## src/rtl/iic_init_sequencer.sv

```systemverilog
// Walks a register-configuration table and issues one IIC single-byte write per entry,
// with per-attempt timeout and retry. Define IIC_SEQ_DELAY_CMD_EN to treat word address 8'hFE as a delay command.
module iic_init_sequencer #(
  parameter logic [6:0] C_DEV_ADDR    = 7'h21,
  parameter int         C_TABLE_LEN   = 16,
  parameter int         C_TIMEOUT_CYC = 8192,
  parameter int         C_MAX_RETRY   = 3,
  parameter int         C_GAP_CYC     = 64
) (
  input  logic        I_clk,
  input  logic        I_rst_n,
  input  logic        I_start,
  output logic [7:0]  O_rom_addr,
  input  logic [15:0] I_rom_data,
  output logic        O_iic_send_en,
  output logic [6:0]  O_dev_addr,
  output logic [7:0]  O_word_addr,
  output logic [7:0]  O_write_data,
  input  logic        I_done_flag,
  output logic        O_busy,
  output logic        O_done,
  output logic        O_error,
  output logic [7:0]  O_err_index
);

  localparam int TW = $clog2(C_TIMEOUT_CYC + 1);
  localparam int GW = $clog2(C_GAP_CYC + 1);
  localparam int RW = $clog2(C_MAX_RETRY + 2);

  localparam logic [TW-1:0] TMO_LAST  = TW'(C_TIMEOUT_CYC - 1);
  localparam logic [GW-1:0] GAP_LAST  = GW'(C_GAP_CYC - 1);
  localparam logic [RW-1:0] RETRY_MAX = RW'(C_MAX_RETRY);
  localparam logic [7:0]    LAST_IDX  = 8'(C_TABLE_LEN - 1);

  typedef enum logic [2:0] {
    S_IDLE, S_FETCH, S_LATCH, S_SEND, S_GAP, S_FINISH, S_ERROR, S_DELAY
  } state_t;

  state_t          state;
  state_t          gap_next;
  logic [7:0]      index;
  logic [RW-1:0]   retry;
  logic [TW-1:0]   tmo_cnt;
  logic [GW-1:0]   gap_cnt;
`ifdef IIC_SEQ_DELAY_CMD_EN
  logic [17:0]     dly_cnt;
`endif

  assign O_dev_addr = C_DEV_ADDR;

  // NOTE: all state is updated with non-blocking assignments so every branch
  // sees the pre-edge values of the registers it reads.
  always_ff @(posedge I_clk or negedge I_rst_n) begin
    if (!I_rst_n) begin
      state         <= S_IDLE;
      gap_next      <= S_IDLE;
      index         <= '0;
      retry         <= '0;
      tmo_cnt       <= '0;
      gap_cnt       <= '0;
      O_rom_addr    <= '0;
      O_iic_send_en <= 1'b0;
      O_word_addr   <= '0;
      O_write_data  <= '0;
      O_busy        <= 1'b0;
      O_done        <= 1'b0;
      O_error       <= 1'b0;
      O_err_index   <= '0;
`ifdef IIC_SEQ_DELAY_CMD_EN
      dly_cnt       <= '0;
`endif
    end else begin
      O_done <= 1'b0;
      case (state)
        S_IDLE: if (I_start) begin
          index       <= '0;
          retry       <= '0;
          O_rom_addr  <= '0;
          O_error     <= 1'b0;
          O_err_index <= '0;
          O_busy      <= 1'b1;
          state       <= S_FETCH;
        end
        S_FETCH: state <= S_LATCH;
        S_LATCH: begin
          O_word_addr  <= I_rom_data[15:8];
          O_write_data <= I_rom_data[7:0];
          if (I_rom_data == 16'hFFFF) begin
            state <= S_FINISH;
`ifdef IIC_SEQ_DELAY_CMD_EN
          end else if (I_rom_data[15:8] == 8'hFE) begin
            // Zero-length delay still spends one cycle in DELAY before advancing.
            dly_cnt <= (I_rom_data[7:0] == 8'd0) ? 18'd0 : {I_rom_data[7:0], 10'd0} - 18'd1;
            state   <= S_DELAY;
`endif
          end else begin
            O_iic_send_en <= 1'b1;
            tmo_cnt       <= '0;
            state         <= S_SEND;
          end
        end
        S_SEND: begin
          // A done arriving on the final timeout cycle takes priority.
          if (I_done_flag) begin
            O_iic_send_en <= 1'b0;
            retry         <= '0;
            gap_cnt       <= '0;
            state         <= S_GAP;
            if (index == LAST_IDX) begin
              gap_next <= S_FINISH;
            end else begin
              index    <= index + 8'd1;
              gap_next <= S_FETCH;
            end
          end else if (tmo_cnt == TMO_LAST) begin
            O_iic_send_en <= 1'b0;
            if (retry == RETRY_MAX) begin
              state <= S_ERROR;
            end else begin
              retry    <= retry + RW'(1);
              gap_cnt  <= '0;
              gap_next <= S_SEND;
              state    <= S_GAP;
            end
          end else begin
            tmo_cnt <= tmo_cnt + TW'(1);
          end
        end
        S_GAP: begin
          if (gap_cnt == GAP_LAST) begin
            state <= gap_next;
            if (gap_next == S_SEND) begin
              O_iic_send_en <= 1'b1;
              tmo_cnt       <= '0;
            end else if (gap_next == S_FETCH) begin
              O_rom_addr <= index;
            end
          end else begin
            gap_cnt <= gap_cnt + GW'(1);
          end
        end
        S_FINISH: begin
          O_done <= 1'b1;
          O_busy <= 1'b0;
          state  <= S_IDLE;
        end
        S_ERROR: begin
          O_error     <= 1'b1;
          O_err_index <= index;
          O_busy      <= 1'b0;
          state       <= S_IDLE;
        end
`ifdef IIC_SEQ_DELAY_CMD_EN
        S_DELAY: begin
          if (dly_cnt == 18'd0) begin
            if (index == LAST_IDX) begin
              state <= S_FINISH;
            end else begin
              index      <= index + 8'd1;
              O_rom_addr <= index + 8'd1;
              state      <= S_FETCH;
            end
          end else begin
            dly_cnt <= dly_cnt - 18'd1;
          end
        end
`endif
        default: state <= S_IDLE;
      endcase
    end
  end

endmodule

```

## config.mk

```make
export PLATFORM = sky130hd
export DESIGN_NAME = iic_init_sequencer
export DESIGN_NICKNAME = d
export VERILOG_FILES = /design/src/rtl/iic_init_sequencer.sv
export SDC_FILE = /design/constraint.sdc
export NUM_CORES = 1
export LEC_CHECK = 0
export CORE_MARGIN = 10
export CORE_UTILIZATION = 51
export CTS_CLUSTER_DIAMETER = 60
export DETAILED_ROUTE_END_ITERATION = 8
export PLACE_DENSITY = 0.83
export SYNTH_ARGS = -nofsm -noshare
export SYNTH_HDL_FRONTEND = slang
export SYNTH_SLANG_ARGS = --single-unit
```

## constraint.sdc

```tcl
create_clock -name I_clk -period 2.54 [get_ports I_clk]
set_input_delay 0.381 -clock I_clk [delete_from_list [all_inputs] [get_ports I_clk]]
set_output_delay 0.381 -clock I_clk [all_outputs]
set_load 0.02 [all_outputs]
```

==> run_results.csv <==
group,metric,value,unit
outcome,outcome,"completed",
power,ir_drop,0.000707,V
cells_and_area,areaGrowthSynthToFinish,24.3,%
sta,holdWs,33.8,ps
synthesis,yosys_warnings,0,
sta,finalSetupViolCount,0,
floorplanning,num_rows,30,
synthesis,seq_area_frac_synth,50.8,%
setup_path,r2r-start,"tmo_cnt[0]",
clocking,numCtsBuffers,9,
sta,drv_slew,0,
placed_design,dp_slack,340,ps
setup_path,setup.worst_path.class,"reg2reg",
setup_path,end_kind,"register",
power,p_per_area,1010,mW/mm^2
drt,drtIter0Drc,210,
placed_design,hpwl,6.05,mm
setup_path,startpoint,"tmo_cnt[0]",
synthesis,synth_edf_count,0,
clocking,ctsHtreeMaxLevel,3,
clocking,cts_root_buffer,"clkbuf_8",
global_route,grt_max_degree,75,
placed_design,dp_cells,501,
sta,rsz0062_at_grt,"no",
floorplanning,die_height,105,um
sta,setup-tns-final,0,ps
drt,drc_errors,0,
sta,fin_crit,2140,ps
clocking,clkTransAtPathRegs,80,ps
clocking,post_cts_buffers,0,
sta,relSlewSlack,66.6,%
global_route,grt_pass1_vias,3038,
global_route,grt_pass1_wl,14.8,mm
power,p_leak,1.99,nW
global_route,overflow,0,
setup_path,start_kind,"register",
sta,worstMarginPinSlew,500,ps
floorplanning,ioPinCount,63,
drt,wl,8.64,mm
min_path,min_path_type,"in2async",
cells_and_area,fill_cells,492,
cells_and_area,nets,441,
synthesis,yosysTopAreaCellShare,50.8,%
sta,hold_viol,0,
synthesis,netlist_area,0.00364,mm^2
floorplanning,die_area,0.0109,mm^2
clocking,tritoncts,"done",
sta,setup_ws,404,ps
synthesis,syn_inst,357,
setup_path,crit_arrival,2360,ps
global_route,grt_use_total,16.1,%
synthesis,netlist-cell-type-count,59,
sta,fmax,0.468,GHz
setup_path,cp.required,2770,ps
clocking,cts_resized,0,
floorplanning,die_x,105,um
synthesis,async_flop_share,100,%
sta,finalCritPeriodShare,84.1,%
drt,vias,2930,
clocking,clk_latency,350,ps
sta,skew,11.1,ps
synthesis,synthTopCellsByCount,"74 x dfrtp_1, 40 x nand2_1, 27 x o21ai_0",
clocking,postCtsHoldBufs,0,
floorplanning,core,0.00687,mm^2
drt,drtPass1Iterations,5,
setup_path,path_max_fanout,8,
drt,routedWlPerCell,16.7,um
clocking,clk_path_buf_depth,2,
placed_design,gp_congestion,0.880,
run,max_cap_violations,0,
global_route,antenna_found_initial,0,
synthesis,syn_area_per_cell,10.2,um^2
synthesis,ys_ff_latch,74,
drt,ant_nets,0,
drt,via_per_inst,5.67,
cells_and_area,num_antenna_cells,0,
cells_and_area,fin_cells,517,
clocking,cts_sinks,74,
synthesis,synth.most_common_cell,"dfrtp_1",
synthesis,synth_area_leader_cell,"dfrtp_1",
setup_path,r2r_cells,6,
placed_design,portBuffers,55,
synthesis,synth_ff_type,"dfrtp_1",
floorplanning,initial_core_util,53.0,%
synthesis,synthTopCellsByArea,"dfrtp_1 51%, mux2_2 5.9%, nand2_1 4.1%",
cells_and_area,drive_gt1_share,14.0,%
-- layer usage --
metal,up-vias,routed length [um],global-route usage [%]
met3,13,693,5.70
met1,1412,3680,19.3
li1,1385,-,-
met5,-,0,0
met4,0,171,7.16
met2,120,4100,25.6
-- where the power goes --
group / switching (mW) / internal, mW / leakage (nW)
clock network: 0.442 / 0.656 / 0.117
logic: 0.961 / 0.800 / 0.897
registers: 0.237 / 1.45 / 0.973
total: 1.64 / 2.91 / 1.99
-- final timing paths --
| path | to | slack [ps] |
|---|---|---|
| max | tmo_cnt[13] | 400 |
| min reg2reg | gap_cnt[0] | 490 |
| max in group asynchronous | retry[1] | 2160 |
| min in group I_clk | gap_cnt[0] | 490 |
| min | O_err_index[6] | 30 |
| max reg2reg | tmo_cnt[13] | 400 |
-- layout by cell type, fill, tap and decap left out, drive strengths merged, types with 2 or more instances in the layout --
| cell type | count |
|---|---|
| nand2 | 40 |
| buf | 10 |
| clkbuf | 10 |
| conb | 7 |
| a211o | 3 |
| inv | 13 |
| dfrtp | 74 |
| nand4 | 8 |
| ha | 5 |
| clkdlybuf4s50 | 54 |
| and2 | 2 |
| o31ai | 2 |
| nor2b | 6 |
| o21a | 2 |
| or3 | 3 |
| nor4 | 5 |
| a21oi | 11 |
| o2111ai | 4 |
| nand3 | 15 |
| a22o | 2 |
| mux2 | 19 |
| clkinv | 2 |
| a21o | 2 |
| o21ai | 31 |
| nand2b | 3 |
| and3 | 9 |
| xor2 | 6 |
| nor2 | 27 |
| bufinv | 3 |
| nor3b | 2 |
| nor3 | 7 |
| nand3b | 3 |
| and4 | 2 |
| a31oi | 11 |
| o21bai | 3 |
-- state kept, by name, indices dropped and copies added, names as in the netlist --
| name | flops |
|---|---|
| tmo_cnt | 14 |
| O_err_index | 8 |
| O_rom_addr | 8 |
| O_word_addr | 8 |
| O_write_data | 8 |
| index | 8 |
| gap_cnt | 7 |
| gap_next | 3 |
| retry | 3 |
| state | 3 |
| O_busy | 1 |
| O_done | 1 |
| O_error | 1 |
| O_iic_send_en | 1 |
-- kinds of logic after synthesis --
family / Yosys count / share of synthesized area, %
compound gates: 79 / 13.8
xor+xnor: 6 / 1.44
fa+ha+maj: 5 / 1.72
buf+inv: 34 / 4.74
flops: 74 / 50.8
mux: 20 / 6.15
other cells: 2 / 0.206
simple gates: 137 / 21.1
-- area by class of cell --
cell class | instances | area (um^2) | area share, %
clock buffers | 10 | 128 | 2.82
clock inverters | 6 | 115 | 2.54
inverters | 13 | 48.8 | 1.08
multi-input cells | 254 | 1640 | 36.2
flip-flops and latches | 74 | 1850 | 40.9
well taps | 96 | 120 | 2.65
repair buffers | 64 | 626 | 13.8
-- metrics by stage --
stage	cell area, um^2	power, mW	utilization, %
after floorplan	3660	2.79	-
after detailed placement	4280	3.44	62.3
final	4530	4.55	65.9
after global routing	4530	4.81	65.9
after CTS	4530	4.58	65.9
after global placement	4280	3.38	62.3
-- critical path, cell delays in order (launching register included) --
cell,delay (ps)
dfrtp_1,440
ha_1,260
nand3_2,190
or3_1,450
o21ai_2,300
nor3_1,90
a211o_1,280
Power figures use the tool's default switching activity.
